===== config.mk =====
export PLATFORM = sky130hd
export DESIGN_NAME = spart_tx_arbiter
export DESIGN_NICKNAME = d
export VERILOG_FILES = /design/src/rtl/spart_tx_arbiter.sv
export SDC_FILE = /design/constraint.sdc
export NUM_CORES = 1
export LEC_CHECK = 0
export ABC_AREA = 1
export BUFFER_PORTS_ARGS = -buffer_cell sky130_fd_sc_hd__clkbuf_2
export CAP_MARGIN = 5
export CORE_MARGIN = 1.5
export CORE_UTILIZATION = 60
export CTS_CLUSTER_SIZE = 10
export DETAILED_ROUTE_END_ITERATION = 10
export PLACE_DENSITY = 0.85
export SLEW_MARGIN = 20
export SYNTH_ARGS = -nofsm -noshare
export SYNTH_HDL_FRONTEND = slang
export SYNTH_SLANG_ARGS = --single-unit
export TNS_END_PERCENT = 1

===== constraint.sdc =====
create_clock -name clk -period 3.34 [get_ports clk]
set_clock_uncertainty 0.2 [all_clocks]
set_input_delay 0.334 -clock clk [delete_from_list [all_inputs] [get_ports clk]]
set_output_delay 0.334 -clock clk [all_outputs]
set_load 0.05 [all_outputs]

===== src/rtl/spart_tx_arbiter.sv =====
// spart_tx_arbiter
// Round-robin transmit scheduler for the SPART serial port. Several byte
// producers share one TXD line; one byte is accepted at a time over a
// valid/ready handshake and sent as an 8N1 frame. Bit timing is taken from
// the write baud generator strobe (baud_tick).

module spart_tx_arbiter #(
    parameter int NUM_REQ = 4,
    parameter int ID_W    = 2
) (
    input  logic                 clk,
    input  logic                 rst,
    input  logic                 baud_tick,
    input  logic [NUM_REQ-1:0]   req_valid,
    input  logic [8*NUM_REQ-1:0] req_data,
    output logic [NUM_REQ-1:0]   req_ready,
    output logic                 txd,
    output logic                 busy,
    output logic [ID_W-1:0]      grant_id,
    output logic                 frame_done
);

    typedef enum logic [2:0] {
        IDLE,
        WAIT,
        START,
        DATA,
        STOP
    } stateT;

    stateT               state;
    stateT               stateNext;

    // Byte being transmitted, captured only in the acceptance cycle
    logic [7:0]          txByte;
    logic [7:0]          txByteNext;

    // Index of the data bit currently on the line while in DATA
    logic [2:0]          bitCnt;
    logic [2:0]          bitCntNext;

    // Round-robin pointer: most recently granted client
    logic [ID_W-1:0]     lastIdx;
    logic [ID_W-1:0]     lastIdxNext;

    // Next values of the registered outputs
    logic                txdNext;
    logic                busyNext;
    logic                frameDoneNext;
    logic [NUM_REQ-1:0]  readyNext;
    logic [ID_W-1:0]     grantIdNext;

    // Per-client byte view of the flat data bus
    logic [7:0]          reqByte [NUM_REQ];

    // Arbiter result
    logic                grantFound;
    logic [ID_W-1:0]     grantIdx;
    logic [7:0]          grantByte;
    logic [NUM_REQ-1:0]  grantOneHot;

    genvar gi;
    generate
        for (gi = 0; gi < NUM_REQ; gi++) begin : g_req_byte
            assign reqByte[gi] = req_data[8*gi +: 8];
        end
    endgenerate

    // Round-robin search: first valid client starting at lastIdx+1 (mod NUM_REQ).
    // Offsets are scanned from farthest to nearest so the nearest hit wins.
    always_comb begin
        grantFound  = 1'b0;
        grantIdx    = '0;
        grantByte   = '0;
        grantOneHot = '0;
        for (int k = NUM_REQ; k >= 1; k--) begin
            for (int i = 0; i < NUM_REQ; i++) begin
                if (req_valid[i] && (i == ((int'(lastIdx) + k) % NUM_REQ))) begin
                    grantFound  = 1'b1;
                    grantIdx    = ID_W'(i);
                    grantByte   = reqByte[i];
                    grantOneHot = NUM_REQ'(1) << i;
                end
            end
        end
    end

    // Frame sequencer: next state and next values of every registered output
    always_comb begin
        stateNext     = state;
        txByteNext    = txByte;
        bitCntNext    = bitCnt;
        lastIdxNext   = lastIdx;
        txdNext       = txd;
        busyNext      = busy;
        readyNext     = '0;
        grantIdNext   = grant_id;
        frameDoneNext = 1'b0;

        case (state)
            IDLE: begin
                // baud_tick plays no part here; only a pending request moves us on
                if (grantFound) begin
                    readyNext   = grantOneHot;
                    txByteNext  = grantByte;
                    grantIdNext = grantIdx;
                    lastIdxNext = grantIdx;
                    busyNext    = 1'b1;
                    stateNext   = WAIT;
                end
            end

            WAIT: begin
                // req_ready is high exactly in the acceptance cycle; a tick that
                // coincides with it must not start the frame
                if (baud_tick && (req_ready == '0)) begin
                    txdNext   = 1'b0;
                    stateNext = START;
                end
            end

            START: begin
                if (baud_tick) begin
                    txdNext    = txByte[0];
                    bitCntNext = 3'd0;
                    stateNext  = DATA;
                end
            end

            DATA: begin
                if (baud_tick) begin
                    if (bitCnt == 3'd7) begin
                        txdNext   = 1'b1;
                        stateNext = STOP;
                    end else begin
                        bitCntNext = bitCnt + 3'd1;
                        txdNext    = txByte[bitCnt + 3'd1];
                    end
                end
            end

            STOP: begin
                if (baud_tick) begin
                    busyNext      = 1'b0;
                    frameDoneNext = 1'b1;
                    stateNext     = IDLE;
                end
            end

            default: begin
                stateNext = IDLE;
            end
        endcase
    end

    // State and output registers; reset puts the line idle and client 0 first
    always_ff @(posedge clk or posedge rst) begin
        if (rst) begin
            state      <= IDLE;
            txByte     <= '0;
            bitCnt     <= '0;
            lastIdx    <= ID_W'(NUM_REQ - 1);
            txd        <= 1'b1;
            busy       <= 1'b0;
            req_ready  <= '0;
            grant_id   <= '0;
            frame_done <= 1'b0;
        end else begin
            state      <= stateNext;
            txByte     <= txByteNext;
            bitCnt     <= bitCntNext;
            lastIdx    <= lastIdxNext;
            txd        <= txdNext;
            busy       <= busyNext;
            req_ready  <= readyNext;
            grant_id   <= grantIdNext;
            frame_done <= frameDoneNext;
        end
    end

endmodule


==> flow_metrics.tcl <==
set metrics [dict create \
    outcome "finished clean" \
    critical_path_peak_fanout 14 \
    critPathCaptureType "register" \
    ctsHoldBuffers 0 \
    min_path_type "in -> async" \
    met1_usage 0.4773 \
    power_frac_seq 0.223 \
    grt_max_degree 26 \
    cp-startpoint "lastIdx[1]" \
    cts_max_level 1 \
    core_sq_um 4086 \
    switching_share 0.5693 \
    cts.sinks 25 \
    cts_made_buffers 3 \
    worst_ir_drop_vdd_uv 357.7 \
    crit_chain "inv_4 > nor2_2 > nand2_1 > nand2_1 > inv_2 > nand3_2 > o21ai_2 > inv_2 > nand2_1 > nor2_1 > nand2_1 > nand2_1" \
    placement.io_buffers 47 \
    grt_pass1_wl_mm 12.63 \
    cp_top_family "simple AND/OR/NAND/NOR gates" \
    cts-resized-gates 0 \
    comb_power_share 0.711 \
    finalSetupViolations 0 \
    synth-seq-area-share 0.2421 \
    layout_min_cycle_time_ns 2.753 \
    tightest_slew_ns 0.8993 \
    insertion_delay_ns 0.26 \
    synth_cell_types 34 \
    fp.dieW_microns 68.83 \
    syn_to_final_growth_pct 10.92 \
    antenna_cells 0 \
    drtIter0Drc 303 \
    antenna_found_initial 0 \
    worst_path_max_delay_cell "dfstp_2" \
    path_class "reg -> reg" \
    syn_area_per_cell_sq_um 5.856 \
    busiest_layer "met2" \
    grt_util_met2 0.5721 \
    netlist_area_sq_um 2600 \
    final_nets 527 \
    die_h_microns 68.83 \
    drc 0 \
    finalCritPeriodShare 0.8243 \
    clockRootBuffer "clkbuf_8" \
    rsz0062_at_grt "false" \
    met3_usage 0.06494 \
    clkTransAtPathRegs_ns 0.08 \
    clkPwrFrac 0.066 \
    first_pass_iters 5 \
    max_freq_mhz 363.2 \
    cts.path.max_buffers 2 \
    start_util 0.6363 \
    leakage_nw 1.607 \
    path_common_cell "nand2_1" \
    cp.required_ns 3.35 \
    crit_path_max_incr_delay_ns 0.72 \
    r2r-start "lastIdx[1]" \
    die_area_sq_um 4737 \
    cp_num_buf_inv 3 \
    critPathArrivalTime_ns 2.76 \
    tns_ns 0 \
    routed-via-count 3175 \
    grt_pass1_vias 2676 \
    drtAntennaViolNets 0 \
    switchingPower_w 0.001504 \
    synthCells 444 \
    ys_seq_elements 25 \
    gp_congestion 1.032 \
    vias_per_cell 5.935 \
    ys_warn_count 0 \
    relSlewSlack 0.3998 \
    cap_violations 0 \
    grt_use_total 0.3554 \
    nFillCells 401 \
    row_count 23 \
    power_density_nw_per_um2 916.1 \
    post_route_cells_drive_above_1_share 0.1629 \
    synthesis.nets 485 \
    io_pins 48 \
    cts_setup_buffers 0 \
    tritoncts "done" \
    drv_slew 0 \
    start_kind "register" \
    utilization 0.7058 \
    wl_per_cell_microns 15.07 \
    wl_mm 8.064 \
    intPower_w 0.001138 \
    final-hold-violation-count 0 \
    dp_hpwl_mm 6.151 \
    grt-ovfl-total 0 \
]
## power by group through the flow
stage / Combinational, W / Clock, W / Sequential (W)
2_1_floorplan: 0.00137 / 0 / 0.000651
3_3_place_gp: 0.00180 / 0 / 0.000584
3_5_place_dp: 0.00182 / 0 / 0.000591
4_1_cts: 0.00183 / 0.000177 / 0.000586
5_1_grt: 0.00210 / 0.000192 / 0.000611
6_report: 0.00188 / 0.000173 / 0.000589
## cell usage in the layout, fill, tap and decap left out, drive strengths merged, types with 2 or more instances in the layout
cell    count
nor3       14
dfrtp      22
nand2     121
clkbuf     51
clkinv      3
nand3      29
nand4       6
a211oi      5
dfstp       3
a221oi      7
ha          2
buf         2
a21oi      39
o22ai       5
o21ai      53
inv        58
nor2       61
## cell families (layout without fill, tap and decap cells)
family,Yosys count,in the layout,synth area share
AOI/OAI and AO/OA,113,113,0.2421
adders and majority gates,2,2,0.009623
buffers and inverters,73,114,0.1174
DFF,25,25,0.2421
and+or+nand+nor,231,231,0.3888
## synthesized netlist by cell type
| cell type | n | share of area |
|---|---|---|
| nor2_1 | 58 | 0.084 |
| a221oi_1 | 7 | 0.024 |
| inv_1 | 52 | 0.075 |
| nand2_1 | 115 | 0.17 |
| nand3_4 | 1 | 0.0067 |
| inv_2 | 5 | 0.0072 |
| o22ai_1 | 5 | 0.012 |
| clkbuf_2 | 1 | 0.0019 |
| a21oi_1 | 39 | 0.075 |
| o21bai_1 | 1 | 0.0029 |
| nand3_1 | 23 | 0.044 |
| o21ai_1 | 5 | 0.0096 |
| o221ai_1 | 1 | 0.0034 |
| nand2_2 | 5 | 0.012 |
| dfstp_2 | 3 | 0.030 |
| o21ai_0 | 46 | 0.089 |
| buf_2 | 4 | 0.0077 |
| o21a_1 | 1 | 0.0029 |
| buf_6 | 3 | 0.013 |
| o211ai_1 | 1 | 0.0029 |
| nor2_4 | 1 | 0.0043 |
| ha_1 | 2 | 0.0096 |
| a211oi_1 | 5 | 0.014 |
| inv_4 | 1 | 0.0024 |
| nor3_2 | 1 | 0.0039 |
| nand4_1 | 6 | 0.014 |
| dfrtp_1 | 22 | 0.21 |
| clkinv_1 | 3 | 0.0043 |
| nand2_4 | 1 | 0.0043 |
| nor2_2 | 2 | 0.0048 |
| nand3_2 | 5 | 0.019 |
| nor3_1 | 13 | 0.025 |
| clkbuf_1 | 4 | 0.0058 |
| o21ai_2 | 2 | 0.0067 |
## state kept, by name (all words and copies together), names as in the netlist
register,cells
txd,1
state,3
grant_id,2
busy,1
lastIdx,2
req_ready,4
txByte,8
bitCnt,3
frame_done,1
## per-layer routing
layer  vias to the layer above  wire length (microns)
met5                         -                      0
met4                         0                    185
met3                        16                   1039
met2                       217                   3608
met1                      1385                   3230
li1                       1557                      -
## layout make-up
class / instances / area [sq um] / share of cell area
multi-input cells: 346 / 1665 / 0.5774
repair buffers: 49 / 250.2 / 0.08677
flip-flops and latches: 25 / 629.4 / 0.2182
well taps: 50 / 62.56 / 0.02169
inverters: 61 / 231.5 / 0.08026
clock buffers: 4 / 45.04 / 0.01562
## stage by stage
| stage | instance area [sq um] | power, W | hold WS [ns] | worst slack, ns | instances |
|---|---|---|---|---|---|
| after CTS | 2884 | 0.002592 | 0.06339 | 0.6538 | 535 |
| after global placement | 2839 | 0.002381 | 0.2631 | 0.8417 | 531 |
| after detailed placement | 2839 | 0.002411 | 0.2663 | 0.6900 | 531 |
| after global routing | 2884 | 0.002906 | 0.1126 | 0.3874 | 535 |
| after floorplan | 2600 | 0.002024 | 0.1591 | 1.296 | 444 |
| final | 2884 | 0.002642 | 0.03593 | 0.5869 | 535 |
## worst paths after layout
path	end	slack, ns	cells past startpoint
setup / recovery	txByte[2]	0.59	12
hold / removal	busy	0.04	2
setup reg to reg	txByte[2]	0.59	12
hold reg to reg	grant_id[1]	0.29	2
max in group asynchronous	txByte[1]	2.36	2
min in group clk	state[2]	0.13	2
(Power assumes the default switching activity.)
